`config.mk`:
```
export PLATFORM = sky130hd
export DESIGN_NAME = alu_op_sequencer
export DESIGN_NICKNAME = d
export VERILOG_FILES = /design/src/rtl/alu_defs.sv /design/src/rtl/alu_op_sequencer_fsm.sv /design/src/rtl/alu_op_sequencer.sv
export SDC_FILE = /design/constraint.sdc
export NUM_CORES = 1
export LEC_CHECK = 0
export BUFFER_PORTS_ARGS = -buffer_cell sky130_fd_sc_hd__buf_2
export CAP_MARGIN = 20
export CORE_MARGIN = 4
export CORE_UTILIZATION = 48
export DETAILED_ROUTE_END_ITERATION = 8
export GPL_TIMING_DRIVEN = 0
export PLACE_DENSITY = 0.81
export SYNTH_ARGS = -nofsm -noshare
export SYNTH_HDL_FRONTEND = slang
export SYNTH_SLANG_ARGS = --single-unit
```
`constraint.sdc`:
```
create_clock -name clk -period 2.4 [get_ports clk]
set_clock_uncertainty 0.2 [all_clocks]
set_input_delay 0.24 -clock clk [delete_from_list [all_inputs] [get_ports clk]]
set_output_delay 0.24 -clock clk [all_outputs]
set_load 0.05 [all_outputs]
```
`src/rtl/alu_defs.sv`:
```
// Shared definitions for the ALU command sequencer:
// Fin function codes, shift-class decode and FSM state encoding.
package alu_defs;

  localparam logic [3:0] FIN_AND  = 4'b0000;
  localparam logic [3:0] FIN_OR   = 4'b0001;
  localparam logic [3:0] FIN_ADD  = 4'b0010;
  localparam logic [3:0] FIN_SAT  = 4'b0011;
  localparam logic [3:0] FIN_XOR  = 4'b0100;
  localparam logic [3:0] FIN_XNOR = 4'b0101;
  localparam logic [3:0] FIN_SUB  = 4'b0110;
  localparam logic [3:0] FIN_SLT  = 4'b0111;
  localparam logic [3:0] FIN_NAND = 4'b1000;
  localparam logic [3:0] FIN_NOR  = 4'b1001;
  localparam logic [3:0] FIN_LSL  = 4'b1010;
  localparam logic [3:0] FIN_LSR  = 4'b1011;
  localparam logic [3:0] FIN_PASS = 4'b1100;
  localparam logic [3:0] FIN_ASR  = 4'b1101;
  localparam logic [3:0] FIN_RL   = 4'b1110;
  localparam logic [3:0] FIN_RR   = 4'b1111;

  typedef enum logic [1:0] {
    IDLE = 2'b00,
    EXEC = 2'b01,
    ITER = 2'b10,
    DONE = 2'b11
  } state_e;

  // Single-bit shift/rotate codes that get repeated for shift-by-N.
  function automatic logic is_shift(input logic [3:0] fin);
    return (fin == FIN_LSL) || (fin == FIN_LSR) ||
           (fin == FIN_ASR) || (fin == FIN_RL)  ||
           (fin == FIN_RR);
  endfunction

endpackage

```
`src/rtl/alu_op_sequencer_fsm.sv`:
```
// Control FSM for the ALU sequencer: state, repeat counter, handshakes.
// In: cmd_valid/fin/shamt, res_ready. Out: state, accept, last_iter, cmd_ready, res_valid.
module alu_op_sequencer_fsm
  import alu_defs::*;
#(
  parameter int SHW = 5
) (
  input  logic           clk,
  input  logic           rst_n,
  input  logic           cmd_valid,
  input  logic [3:0]     cmd_fin,
  input  logic [SHW-1:0] cmd_shamt,
  input  logic           res_ready,
  output state_e         state,
  output logic           accept,
  output logic           last_iter,
  output logic           cmd_ready,
  output logic           res_valid
);

  state_e         state_q, state_d;
  logic [SHW-1:0] cnt_q, cnt_d;
  logic           rv_q, rv_d;

  assign state     = state_q;
  assign cmd_ready = (state_q == IDLE);
  assign accept    = cmd_valid && cmd_ready;
  assign last_iter = (cnt_q == SHW'(1));
  assign res_valid = rv_q;

  always_comb begin
    state_d = state_q;
    cnt_d   = cnt_q;
    rv_d    = rv_q;
    case (state_q)
      IDLE: begin
        if (accept) begin
          if (!is_shift(cmd_fin)) begin
            state_d = EXEC;
          end else if (cmd_shamt == '0) begin
            state_d = DONE;
          end else begin
            cnt_d   = cmd_shamt;
            state_d = ITER;
          end
        end
      end
      EXEC: state_d = DONE;
      ITER: begin
        cnt_d = cnt_q - SHW'(1);
        if (last_iter) state_d = DONE;
      end
      DONE: begin
        // res_valid rises one cycle after entering DONE.
        if (rv_q && res_ready) begin
          rv_d    = 1'b0;
          state_d = IDLE;
        end else begin
          rv_d = 1'b1;
        end
      end
      default: state_d = IDLE;
    endcase
  end

  always_ff @(posedge clk) begin
    if (!rst_n) begin
      state_q <= IDLE;
      cnt_q   <= '0;
      rv_q    <= 1'b0;
    end else begin
      state_q <= state_d;
      cnt_q   <= cnt_d;
      rv_q    <= rv_d;
    end
  end

endmodule

```
`src/rtl/alu_op_sequencer.sv`:
```
// Command sequencer in front of a sibling 32-bit ALU; repeats shifts.
// cmd_* in, res_* out (valid/ready); alu_a/b/fin drive ALU, alu_y/cout return.
module alu_op_sequencer
  import alu_defs::*;
#(
  parameter int WIDTH = 32,
  parameter int SHW   = 5
) (
  input  logic             clk,
  input  logic             rst_n,
  input  logic             cmd_valid,
  output logic             cmd_ready,
  input  logic [3:0]       cmd_fin,
  input  logic [WIDTH-1:0] cmd_a,
  input  logic [WIDTH-1:0] cmd_b,
  input  logic [SHW-1:0]   cmd_shamt,
  output logic             res_valid,
  input  logic             res_ready,
  output logic [WIDTH-1:0] res_y,
  output logic             res_cout,
  output logic [WIDTH-1:0] alu_a,
  output logic [WIDTH-1:0] alu_b,
  output logic [3:0]       alu_fin,
  input  logic [WIDTH-1:0] alu_y,
  input  logic             alu_cout
);

  state_e           state;
  logic             accept;
  logic             last_iter;

  logic [3:0]       op_q, op_d;
  logic [WIDTH-1:0] work_q, work_d;
  logic [WIDTH-1:0] opb_q, opb_d;
  logic [WIDTH-1:0] y_q, y_d;
  logic             cout_q, cout_d;

  alu_op_sequencer_fsm #(
    .SHW(SHW)
  ) u_fsm (
    .clk       (clk),
    .rst_n     (rst_n),
    .cmd_valid (cmd_valid),
    .cmd_fin   (cmd_fin),
    .cmd_shamt (cmd_shamt),
    .res_ready (res_ready),
    .state     (state),
    .accept    (accept),
    .last_iter (last_iter),
    .cmd_ready (cmd_ready),
    .res_valid (res_valid)
  );

  assign alu_a    = work_q;
  assign alu_b    = opb_q;
  assign alu_fin  = op_q;
  assign res_y    = y_q;
  assign res_cout = cout_q;

  always_comb begin
    op_d   = op_q;
    work_d = work_q;
    opb_d  = opb_q;
    y_d    = y_q;
    cout_d = cout_q;
    case (state)
      IDLE: begin
        if (accept) begin
          work_d = cmd_a;
          opb_d  = cmd_b;
          op_d   = cmd_fin;
          // Zero-length shift bypasses the ALU entirely.
          if (is_shift(cmd_fin) && cmd_shamt == '0) begin
            y_d    = cmd_a;
            cout_d = 1'b0;
          end
        end
      end
      EXEC: begin
        y_d    = alu_y;
        cout_d = alu_cout;
      end
      ITER: begin
        work_d = alu_y;
        if (last_iter) begin
          y_d    = alu_y;
          cout_d = 1'b0;
        end
      end
      default: ;
    endcase
  end

  always_ff @(posedge clk) begin
    if (!rst_n) begin
      op_q   <= '0;
      work_q <= '0;
      opb_q  <= '0;
      y_q    <= '0;
      cout_q <= 1'b0;
    end else begin
      op_q   <= op_d;
      work_q <= work_d;
      opb_q  <= opb_d;
      y_q    <= y_d;
      cout_q <= cout_d;
    end
  end

endmodule

```
### Yosys cells after proc, flatten, opt, wreduce, memory -nomap -nowiden

Index checks and enable logic that the tools add are counted.

| word-level totals | value |
|---|---|
| register bits after elaboration | 109 |
| latch bits | 0 |
| bits in writable memories | 0 |
| ROM bits | 0 |
| input port bits | 110 |
| logic and storage cells | 61 |
| memories kept | 0 |

| operators by class | value |
|---|---|
| add/subtract/negate cells | 1 |
| multipliers | 0 |
| div/mod/pow operators | 0 |
| $lt $le $gt $ge | 0 |
| eq/ne operators | 15 |
| shift-type cells | 0 |
| multiplexer cells | 21 |
| bitwise gates (word level) | 0 |
| reductions and logical operators | 16 |

Operators with widths:

| cell | count |
|---|---|
| 32-bit 2-to-1 mux | 4 |
| 32-bit case mux with 3 select lines | 1 |
| 32-bit case mux with 2 select lines | 1 |
| 4-bit == test, second input constant | 5 |
| 5-bit 2-to-1 mux | 3 |
| 2-bit inequality test, second input constant | 5 |
| 5-bit case mux with 2 select lines | 1 |
| 2-bit 2-to-1 mux | 4 |
| 2-bit case mux with 4 select lines | 1 |
| 4-bit AND reduction | 2 |
| 5-bit by 1-bit == test with 1-bit output, second input constant | 1 |
| 5-bit zero test | 1 |
| 1-bit 2-to-1 mux | 5 |
| 5-bit by 1-bit subtractor with 5-bit output, second input constant | 1 |
| 2-bit == test, second input constant | 2 |
| 1-bit logical OR | 4 |
| 2-bit AND reduction | 2 |
| 1-bit logical AND | 3 |
| 1-bit case mux with 3 select lines | 1 |
| 3-bit AND reduction | 1 |
| 3-bit nonzero test | 1 |
| 2-bit by 1-bit == test with 1-bit output, second input constant | 1 |
| 2-bit zero test | 1 |
| 2-bit by 1-bit inequality test with 1-bit output, second input constant | 1 |
| 2-bit nonzero test | 1 |

### Longest topological paths before layout

Gate-level depths: netlist of run 1.

| depth | value |
|---|---|
| depth in word-level cells | 9 |
| gate-level depth with buffers | 8 |
| mapped depth without buffers | 6 |

### Cells and area by module

A second synthesis of run 1 with hierarchy kept.

| unflattened totals | value |
|---|---|
| cell total of the unflattened synthesis | 539 |
| area, all modules | 5,049.8 um2 |

By module, submodules not included:

| module | instances | cells an instance | area each (um2) |
|---|---|---|---|
| alu_op_sequencer | 1 | 463 | 4,459.3 |
| alu_op_sequencer_fsm | 1 | 76 | 590.6 |

### Worst setup path before layout of run 1

No wires, ideal clock.

| path | value |
|---|---|
| path type | flip-flop to flip-flop |
| from | register u_fsm.state_q[0], in the netlist u_fsm.state[0] |
| to | register work_q[10], in the netlist alu_a[10] |
| setup time | 0.086 ns |
| arrival | 2.039 ns |
| required time | 2.114 ns |
| setup slack | 0.075 ns |
| cell stages (with the launch flop) | 8 |
| path through | dfxtp_1 inv_1 ha_1 buf_2 mux2_2 buf_2 buf_1 a211oi_1 |

| on the way | value |
|---|---|
| cells in the longest elaborated chain, start to end | 4 |

RTL lines:

| item | RTL line | text |
|---|---|---|
| start, declared | alu_op_sequencer_fsm.sv:21 | `state_e state_q, state_d;` |
| start signal, assigned | alu_op_sequencer_fsm.sv:72 | `state_q <= state_d;` |
| 2-bit zero test * | alu_op_sequencer_fsm.sv:26 | `assign cmd_ready = (state_q == IDLE);` |
| via cmd_ready | alu_op_sequencer.sv:12 | `output logic cmd_ready,` |
| 1-bit logical AND | alu_op_sequencer_fsm.sv:27 | `assign accept = cmd_valid && cmd_ready;` |
| 2-bit inequality test (no source line) | - |  |
| 2-bit AND reduction (no source line) | - |  |
| end signal, assigned | alu_op_sequencer.sv:103 | `work_q <= work_d;` |
| end, declared | alu_op_sequencer.sv:33 | `logic [WIDTH-1:0] work_q, work_d;` |

The timed path passes the listed nets; every way through them passes the cells marked *.
A chain may end at the register's enable or synchronous reset.

### Final worst setup path of run 1

| path | value |
|---|---|
| from | register u_fsm.state_q[0], in the netlist u_fsm.state[0] |
| to | register work_q[7], in the netlist alu_a[7] |

| on the way | value |
|---|---|
| cells in the longest elaborated chain, start to end | 4 |

RTL lines:

| item | RTL line |
|---|---|
| 2-bit zero test | alu_op_sequencer_fsm.sv:26, alu_op_sequencer.sv:66 |
| 1-bit logical AND | alu_op_sequencer_fsm.sv:27 |
| 2-bit inequality test (no source line) | - |
| 2-bit AND reduction (no source line) | - |

Several ways; a longest one is shown, not always the timed one.

==> impl_metrics.json, run 1 <==
{
  "status": "completed",
  "cts_setup_buffers": 0,
  "worstSetupPathType": "reg -> reg",
  "die_w_um": 109,
  "synth_warnings": 0,
  "tritoncts": "done",
  "power_leakage_nw": 3.28,
  "firstDrtPassIters": 5,
  "die_area_mm2": 0.0119,
  "overflow": 0,
  "yosys.area.top_type": "dfxtp_1",
  "port_buffers": 212,
  "ir_drop_v": 0.000876,
  "cp_slowest_cell": "dfxtp_1",
  "clockPowerShare_pct": 13.9,
  "hpwl_mm": 11.4,
  "ys_seq_area_share_pct": 44.7,
  "final_antenna_net_count": 0,
  "avgSynthCellArea_um2": 8.83,
  "intPower_mw": 4.35,
  "clk_latency_ns": 0.37,
  "grt_pass1_wl_mm": 23.7,
  "num_rows": 36,
  "ys.flop_type": "dfxtp_1",
  "power_density_mw_per_mm2": 1240,
  "die_y_um": 109,
  "min_period_ns": 2.26,
  "crit_required_ns": 2.43,
  "synth_top_area_share_pct": 44.7,
  "nets": 932,
  "grt_pass1_vias": 4968,
  "synth_most_common_cell": "nand2_1",
  "cap_violations": 0,
  "yosys-top-cells-count": "147 x nand2_1, 109 x dfxtp_1, 65 x mux2i_1",
  "drt_wl_total_mm": 15.4,
  "globalRouteTotalUtil_pct": 25.4,
  "antenna_found_initial": 1,
  "synth_area_mm2": 0.00488,
  "setup_viol": 0,
  "cpPeakStageDelay_ns": 0.39,
  "cp_cell_sequence": "inv_1, ha_1, buf_2, mux2_2, clkbuf_4, buf_1, a211oi_1",
  "drive_above_1_share_pct": 34.2,
  "syn2layout_area_growth_pct": 38.3,
  "clock.fmax_ghz": 0.442,
  "diodes": 0,
  "clock_path_buffers": 2,
  "clockRootBuffer": "clkbuf_8",
  "ys_ff_latch": 109,
  "finalHoldViolations": 0,
  "cts.sinks": 109,
  "yosys-top-cells-area": "dfxtp_1 45%, mux2i_1 13%, nand2_1 11%, mux2_2 7.6%, a211oi_1 4.9%",
  "p_sw_share_pct": 47.9,
  "critPathCaptureType": "flip-flop",
  "first_iter_violations": 264,
  "whs_ns": 0.0127,
  "combPwrFrac_pct": 55.7,
  "pin_count": 213,
  "synth-edff-count": 0,
  "mappedNetlistNets": 669,
  "grt_util_met1_pct": 28.6,
  "syn_inst": 553,
  "hold_class": "in -> reg",
  "worstMarginPinSlew_ns": 0.584,
  "post_drt_wl_per_cell_um": 16.1,
  "start_util_pct": 49.7,
  "gp_congestion": 0.839,
  "slew_viol_final": 0,
  "period_share_pct": 94.3,
  "dr_total_vias": 4985,
  "pwr-share-seq_pct": 30.3,
  "clk_pin_slew_ns": 0.10,
  "numCtsBuffers": 9,
  "met3_usage_pct": 7.10,
  "async_flop_share_pct": 0,
  "drcViolationCount": 0,
  "crit_fanout": 10,
  "p_switching_mw": 4.01,
  "grtUsageMet2_pct": 46.0,
  "top_usage_layer": "met2",
  "core_area_mm2": 0.00982,
  "slew_headroom_pct": 60.6,
  "setup_tns_ns": 0,
  "htree_levels": 3,
  "rsz0062_at_grt": "yes",
  "grt_max_degree": 17,
  "ys_types": 40,
  "critPathArrivalTime_ns": 2.30,
  "avgViaCountPerCell": 5.23,
  "start_kind": "flip-flop"
}
-- state kept, by name (all words and copies together) (netlist names) --
register,flops
alu_a,32
alu_b,32
res_y,32
u_fsm.cnt_q,5
alu_fin,4
u_fsm.state,2
res_cout,1
u_fsm.res_valid,1
-- cells in the final DEF (no fill, tap or decap), drive strengths merged, types with 2 or more instances in the layout --
cell	count
buf	225
a31oi	2
dfxtp	109
o21ai	5
nor2	37
mux2i	65
a21o	3
inv	7
a211oi	32
nand2	147
clkinv	2
ha	6
o32ai	3
mux2	33
clkbuf	40
a21oi	44
dlygate4sd3	40
-- power by group through the flow --
stage | Sequential, mW | Combinational, mW | Clock (mW)
after global placement | 2.54 | 4.45 | 0
after global routing | 2.58 | 4.98 | 1.27
final | 2.53 | 4.66 | 1.17
after detailed placement | 2.56 | 4.56 | 0
after CTS | 2.52 | 4.62 | 1.19
after floorplan | 3.95 | 2.10 | 0
-- layer usage --
layer / routed length, um / vias to the layer above
met4: 294 / 2
met5: 7 / -
li1: - / 2432
met2: 7610 / 205
met3: 1440 / 29
met1: 6050 / 2317
-- path summary, 6_finish.rpt --
check	startpoint	endpoint	slack, ns	cells after the start
setup / recovery	u_fsm.state[0]	alu_a[7]	0.14	7
setup reg to reg	u_fsm.state[0]	alu_a[7]	0.14	7
hold reg to reg	alu_b[27]	alu_b[27]	0.26	2
hold / removal	alu_y[4]	alu_a[4]	0.01	3
-- repair_timing --
item | in CTS | in global routing
hold buffers | 40 | 0
endpoints found under the hold margin | 40 | 0
setup endpoints to repair | 0 | 76
resized for setup | 0 | 12
-- critical path: cells and delay by family (launching register included) --
kind / cells / cell delay [ns]
multiplexers: 1 / 0.31
buffers and inverters: 4 / 0.88
AO/OA/AOI/OAI: 1 / 0.15
flip-flops: 1 / 0.39
adder cells (fa/ha/maj): 1 / 0.21
-- cells by family (layout without fill, tap and decap cells) --
| family | count (synthesis) | count (layout) | synth area share, % |
|---|---|---|---|
| and+or+nand+nor | 194 | 194 | 15.7 |
| DFF | 109 | 109 | 44.7 |
| AOI/OAI and AO/OA | 98 | 98 | 12.9 |
| muxes | 98 | 98 | 20.9 |
| buffers and inverters | 48 | 316 | 4.18 |
| adders and majority gates | 6 | 6 | 1.54 |
-- final cells by class --
cell class,instances,area [um^2]
timing repair buffer,252,1460
multi-input combinational,396,2510
clock buffer,13,169
clock inverter,3,42.5
sequential,109,2180
inverter,8,30.0
fill,779,3070
buffer,40,194
tap,133,166
-- stage by stage --
stage / setup slack [ns] / util, % / total power [mW] / instances / cell area, um^2
2_1_floorplan: 0.0751 / - / 6.05 / 553 / 4880
3_3_place_gp: 0.0911 / 62.2 / 6.99 / 898 / 6110
3_5_place_dp: 0.0300 / 62.2 / 7.12 / 898 / 6110
4_1_cts: 0.00995 / 68.5 / 8.32 / 954 / 6720
5_1_grt: 0.000276 / 68.8 / 8.83 / 954 / 6750
6_report: 0.136 / 68.8 / 8.36 / 954 / 6750
No activity file was read; power rests on OpenSTA's default activity.
==> inputs of run 2 (changes only) <==
SLEW_MARGIN = 20   (was unset)
clock period = 2.5 ns   (was 2.4 ns; I/O delays follow)
==> impl_metrics.json, run 2 (synthesis gave the netlist of run 1 again) <==
{
  "setup_tns_ns": 0,
  "critPathArrivalTime_ns": 2.33,
  "cap_violations": 0,
  "whs_ns": 0.0166,
  "die_area_mm2": 0.0119,
  "drive_above_1_share_pct": 33.9,
  "overflow": 0,
  "hp-start": "cmd_a[20]",
  "clock.fmax_ghz": 0.433,
  "min_path_cells": 3,
  "status": "completed",
  "critPathCaptureType": "flip-flop",
  "placedCellCount": 898,
  "start_kind": "flip-flop",
  "cts_setup_buffers": 0,
  "cts.sinks": 109,
  "core_area_mm2": 0.00982,
  "reg2regPathDepth": 7,
  "rr_startpoint": "u_fsm.state[0]",
  "nets": 930,
  "drt_wl_total_mm": 15.3,
  "diodes": 0,
  "rrSetupSlack_ns": 0.19,
  "final_cell_mix": "222 x buf_2, 147 x nand2_1, 109 x dfxtp_1",
  "avgViaCountPerCell": 5.22,
  "dr_total_vias": 4966,
  "worstHoldEndpoint": "alu_a[20]",
  "clk_pin_slew_ns": 0.10,
  "grt_pass1_wl_mm": 23.6,
  "layout_commonest_cell": "buf_2",
  "clk_latency_ns": 0.36,
  "grt_pass1_vias": 4943,
  "first_iter_violations": 218,
  "crit_fanout": 10,
  "hold_class": "in -> reg",
  "setup_viol": 0,
  "firstDrtPassIters": 5,
  "post_drt_wl_per_cell_um": 16.1,
  "pin_count": 213,
  "grt_max_degree": 17,
  "hpwl_mm": 11.4,
  "num_rows": 36,
  "start_util_pct": 49.7,
  "rsz0062_at_grt": "no",
  "slew_viol_final": 0,
  "worstMarginPinSlew_ns": 0.587,
  "fill_cells": 792,
  "finalHoldViolations": 0,
  "port_buffers": 212,
  "ir_drop_v": 0.000841,
  "antenna_found_initial": 1,
  "syn2layout_area_growth_pct": 37.5,
  "gp_congestion": 0.839,
  "die_y_um": 109,
  "min_period_ns": 2.31,
  "regToRegEndpoint": "alu_a[21]",
  "numCtsBuffers": 9,
  "final_antenna_net_count": 0,
  "period_share_pct": 92.3,
  "die_w_um": 109,
  "power_density_mw_per_mm2": 1190,
  "drcViolationCount": 0,
  "globalRouteTotalUtil_pct": 25.3,
  "finalNonFillerCells": 952,
  "clock_path_buffers": 2,
  "power_leakage_nw": 3.25,
  "tritoncts": "done",
  "worstSetupPathType": "reg -> reg",
  "crit_required_ns": 2.52,
  "clockRootBuffer": "clkbuf_8",
  "slew_headroom_pct": 60.3,
  "htree_levels": 3
}
[run 2: cell types whose count changed in the layout (fill, tap and decap cells not counted)]
| cell | previous run | this run |
|---|---|---|
| buf_4 | 0 | 3 |
| buf_6 | 3 | 0 |
| clkbuf_2 | 3 | 0 |
| buf_2 | 220 | 222 |
| clkbuf_1 | 23 | 25 |
| clkbuf_4 | 2 | 0 |
| dlygate4sd3_1 | 40 | 38 |
| buf_1 | 2 | 3 |
[run 2: where the power goes]
group / total (mW) / internal (mW) / switching (mW)
sequential: 2.43 / 2.17 / 0.254
clock: 1.12 / 0.545 / 0.573
combinational: 4.44 / 1.43 / 3.01
total: 7.98 / 4.15 / 3.83
[run 2: metal layers]
metal | wire length (um) | GRT usage, % | vias to the layer above
met5 | 7 | 0 | -
met4 | 253 | 8.48 | 2
met3 | 1400 | 7.10 | 28
met2 | 7620 | 45.5 | 212
met1 | 6040 | 28.7 | 2300
li1 | - | - | 2424
[run 2: how the worst max path moves through the flow]
| stage | startpoint | to | cells past startpoint |
|---|---|---|---|
| after detailed placement | u_fsm.state[0] | res_y[1] | 8 |
| after CTS | u_fsm.state[0] | alu_b[7] | 8 |
| after global placement | u_fsm.state[0] | alu_b[18] | 8 |
| after floorplan | u_fsm.state[0] | alu_a[10] | 7 |
| after global routing | u_fsm.state[0] | alu_a[21] | 7 |
| final | u_fsm.state[0] | alu_a[21] | 7 |
[run 2: repair_timing]
item / CTS / global route
hold buffers: 38 / 0
endpoints found under the hold margin: 38 / 0
setup endpoints to repair: 0 / 32
resized for setup: 0 / 2
[run 2: final cells by class]
| type | count | area [um^2] | share of cell area (%) |
|---|---|---|---|
| timing repair buffer | 250 | 1440 | 21.5 |
| clock buffer | 13 | 169 | 2.52 |
| sequential | 109 | 2180 | 32.5 |
| clock inverter | 3 | 42.5 | 0.634 |
| buffer | 40 | 174 | 2.59 |
| inverter | 8 | 30.0 | 0.447 |
| tap | 133 | 166 | 2.48 |
| multi-input combinational | 396 | 2510 | 37.4 |
[run 2: stage by stage]
step                utilization (%)  worst slack, ns  cell area (um^2)  power [mW]
finish                         68.4            0.192              6710        7.98
global route                   68.4           0.0277              6710        8.44
CTS                            68.3            0.110              6700        7.99
detailed placement             62.2            0.130              6110        6.83
global placement               62.2            0.191              6110        6.71
floorplan                         -            0.175              4880        5.81
[run 2: critical path, stage by stage (launching register included)]
cell and delay (ns):
dfxtp_1 0.39, inv_1 0.08, ha_1 0.21, buf_2 0.18, mux2_2 0.30, buf_2 0.25, buf_1 0.39, a211oi_1 0.15
==> inputs of run 3 (changes only) <==
ABC_AREA = 1   (was unset)
PLACE_DENSITY = 0.8   (was 0.81)
==> impl_metrics.json, run 3 <==
{
  "ys_types": 21,
  "firstDrtPassIters": 5,
  "synth_area_mm2": 0.00512,
  "cts.sinks": 109,
  "period_share_pct": 92.3,
  "setup_tns_ns": 0,
  "regToRegEndpoint": "res_y[27]",
  "clock.fmax_ghz": 0.433,
  "first_iter_violations": 513,
  "hp-start": "cmd_fin[3]",
  "grt_pass1_wl_mm": 29.6,
  "hpwl_mm": 11.6,
  "num_rows": 37,
  "cap_violations": 0,
  "cp_num_buf_inv": 2,
  "worstHoldEndpoint": "alu_fin[3]",
  "slew_viol_final": 0,
  "synth_warnings": 0,
  "cts_setup_buffers": 0,
  "gp_congestion": 0.850,
  "crit_fanout": 10,
  "pin_count": 213,
  "rr_startpoint": "u_fsm.state[0]",
  "rrSetupSlack_ns": 0.19,
  "critPathArrivalTime_ns": 2.37,
  "crit_required_ns": 2.57,
  "syn2layout_area_growth_pct": 47.5,
  "die_area_mm2": 0.0124,
  "dr_total_vias": 6208,
  "status": "completed",
  "ys.flop_type": "dfxtp_1",
  "core_area_mm2": 0.0104,
  "clock_path_buffers": 2,
  "numCtsBuffers": 9,
  "async_flop_share_pct": 0,
  "min_path_cells": 3,
  "critPathLaunch": "u_fsm.state[0]",
  "grt_max_degree": 18,
  "worstMarginPinSlew_ns": 0.562,
  "port_buffers": 211,
  "worstSetupPathType": "reg -> reg",
  "htree_levels": 3,
  "ys_ff_latch": 109,
  "critPathTopFamily": "simple AND/OR/NAND/NOR gates",
  "critPathCaptureType": "flip-flop",
  "final_antenna_net_count": 0,
  "final_cell_mix": "227 x buf_2, 197 x nand2_1, 121 x nor2_1",
  "overflow": 0,
  "grt_pass1_vias": 6180,
  "ys_seq_area_share_pct": 42.6,
  "yosys-top-cells-area": "dfxtp_1 43%, nand2_1 14%, nor2_1 8.9%, o21ai_0 7.0%, inv_1 6.0%",
  "mappedNetlistNets": 871,
  "setup_viol": 0,
  "synth_most_common_cell": "nand2_1",
  "yosys-top-cells-count": "197 x nand2_1, 121 x nor2_1, 109 x dfxtp_1",
  "cpPeakStageDelay_ns": 0.44,
  "layout_commonest_cell": "buf_2",
  "cpMostUsedCell": "nand2_1",
  "power_density_mw_per_mm2": 1110,
  "clk_latency_ns": 0.35,
  "finalHoldViolations": 0,
  "rsz0062_at_grt": "no",
  "min_period_ns": 2.31,
  "yosys.area.top_type": "dfxtp_1",
  "synth_top_area_share_pct": 42.6,
  "power_leakage_nw": 3.83,
  "whs_ns": 0.0107,
  "die_y_um": 111,
  "drt_wl_total_mm": 18.2,
  "globalRouteTotalUtil_pct": 28.9,
  "clk_pin_slew_ns": 0.10,
  "nets": 1192,
  "tritoncts": "done",
  "synth-edff-count": 0,
  "clockRootBuffer": "clkbuf_8",
  "cp_cell_sequence": "inv_1, ha_1, nand2_1, nand2_1, clkbuf_1, nand4_1, nand2_1, nor2_1",
  "ir_drop_v": 0.000633,
  "slew_headroom_pct": 62.6,
  "avgViaCountPerCell": 5.10,
  "post_drt_wl_per_cell_um": 15.0,
  "antenna_found_initial": 1,
  "reg2regPathDepth": 8,
  "cp_slowest_cell": "ha_1",
  "drcViolationCount": 0,
  "hold_class": "in -> reg",
  "die_w_um": 111,
  "start_util_pct": 49.4,
  "drive_above_1_share_pct": 23.4,
  "start_kind": "flip-flop",
  "avgSynthCellArea_um2": 6.79,
  "syn_inst": 755
}
-- run 3: cell types whose count changed after synthesis, sizes merged, moves of 40 or more --
cell   delta
nand2    +51
o21ai    +68
inv      +76
a21oi    -40
mux2i    -65
nor2     +85
-- run 3: kinds of logic after synthesis --
| group | share of synthesized area (%) |
|---|---|
| compound gates | 16.3 |
| buf+inv | 10.6 |
| flops | 42.6 |
| simple gates | 29.0 |
| fa+ha+maj | 1.46 |
-- run 3: stage by stage --
| stage | instance area, um^2 | utilization, % | power (mW) | setup slack (ns) | std cells |
|---|---|---|---|---|---|
| 2_1_floorplan | 5120 | - | 5.88 | 0.361 | 755 |
| 3_5_place_dp | 6350 | 61.2 | 7.07 | 0.222 | 1102 |
| 4_1_cts | 7550 | 72.8 | 8.32 | 0.204 | 1217 |
| 5_1_grt | 7560 | 72.9 | 8.95 | 0.0249 | 1218 |
| 6_report | 7560 | 72.9 | 8.42 | 0.192 | 1218 |
| 3_3_place_gp | 6350 | 61.2 | 7.03 | 0.248 | 1102 |
-- run 3: how the worst max path moves through the flow --
stage                     end  slack, ns  cells after the start
detailed placement  res_y[10]       0.22                      8
global placement    res_y[12]       0.25                      8
finish              res_y[27]       0.19                      8
floorplan           alu_a[10]       0.36                      8
global route        res_y[18]       0.02                      8
CTS                 res_y[17]       0.20                      8
-- run 3: routing by layer --
layer	vias to the layer above	part of all wire [%]	global-route usage (%)
li1	3049	-	-
met1	2744	39	33.5
met2	325	47	48.9
met3	90	7.7	6.79
met4	0	5.5	16.3
met5	-	0	0
-- run 3: tightest hold or removal path, delay by kind of cell --
kind	cells	cell delay, ns
and+or+nand+nor	1	0.07
buffers and inverters	1	0.12
AOI/OAI and AO/OA	1	0.08
-- run 3: cell type report --
class | count | area (um^2)
clock buffer | 12 | 155
multi-input combinational | 512 | 2400
sequential | 109 | 2180
inverter | 83 | 312
buffer | 51 | 236
fill | 822 | 2810
clock inverter | 4 | 55.1
timing repair buffer | 310 | 2050
antenna | 1 | 2.50
tap | 136 | 170
-- run 3: power breakdown --
group,total (mW),switching (mW),internal (mW)
logic,4.86,3.60,1.26
clock network,1.13,0.606,0.525
registers,2.43,0.235,2.19
-- run 3: timing repair --
item / CTS / global route
endpoints found under the setup margin: 0 / 4
hold buffers: 99 / 0
gates resized for setup: 0 / 4
hold endpoints to repair: 67 / 0
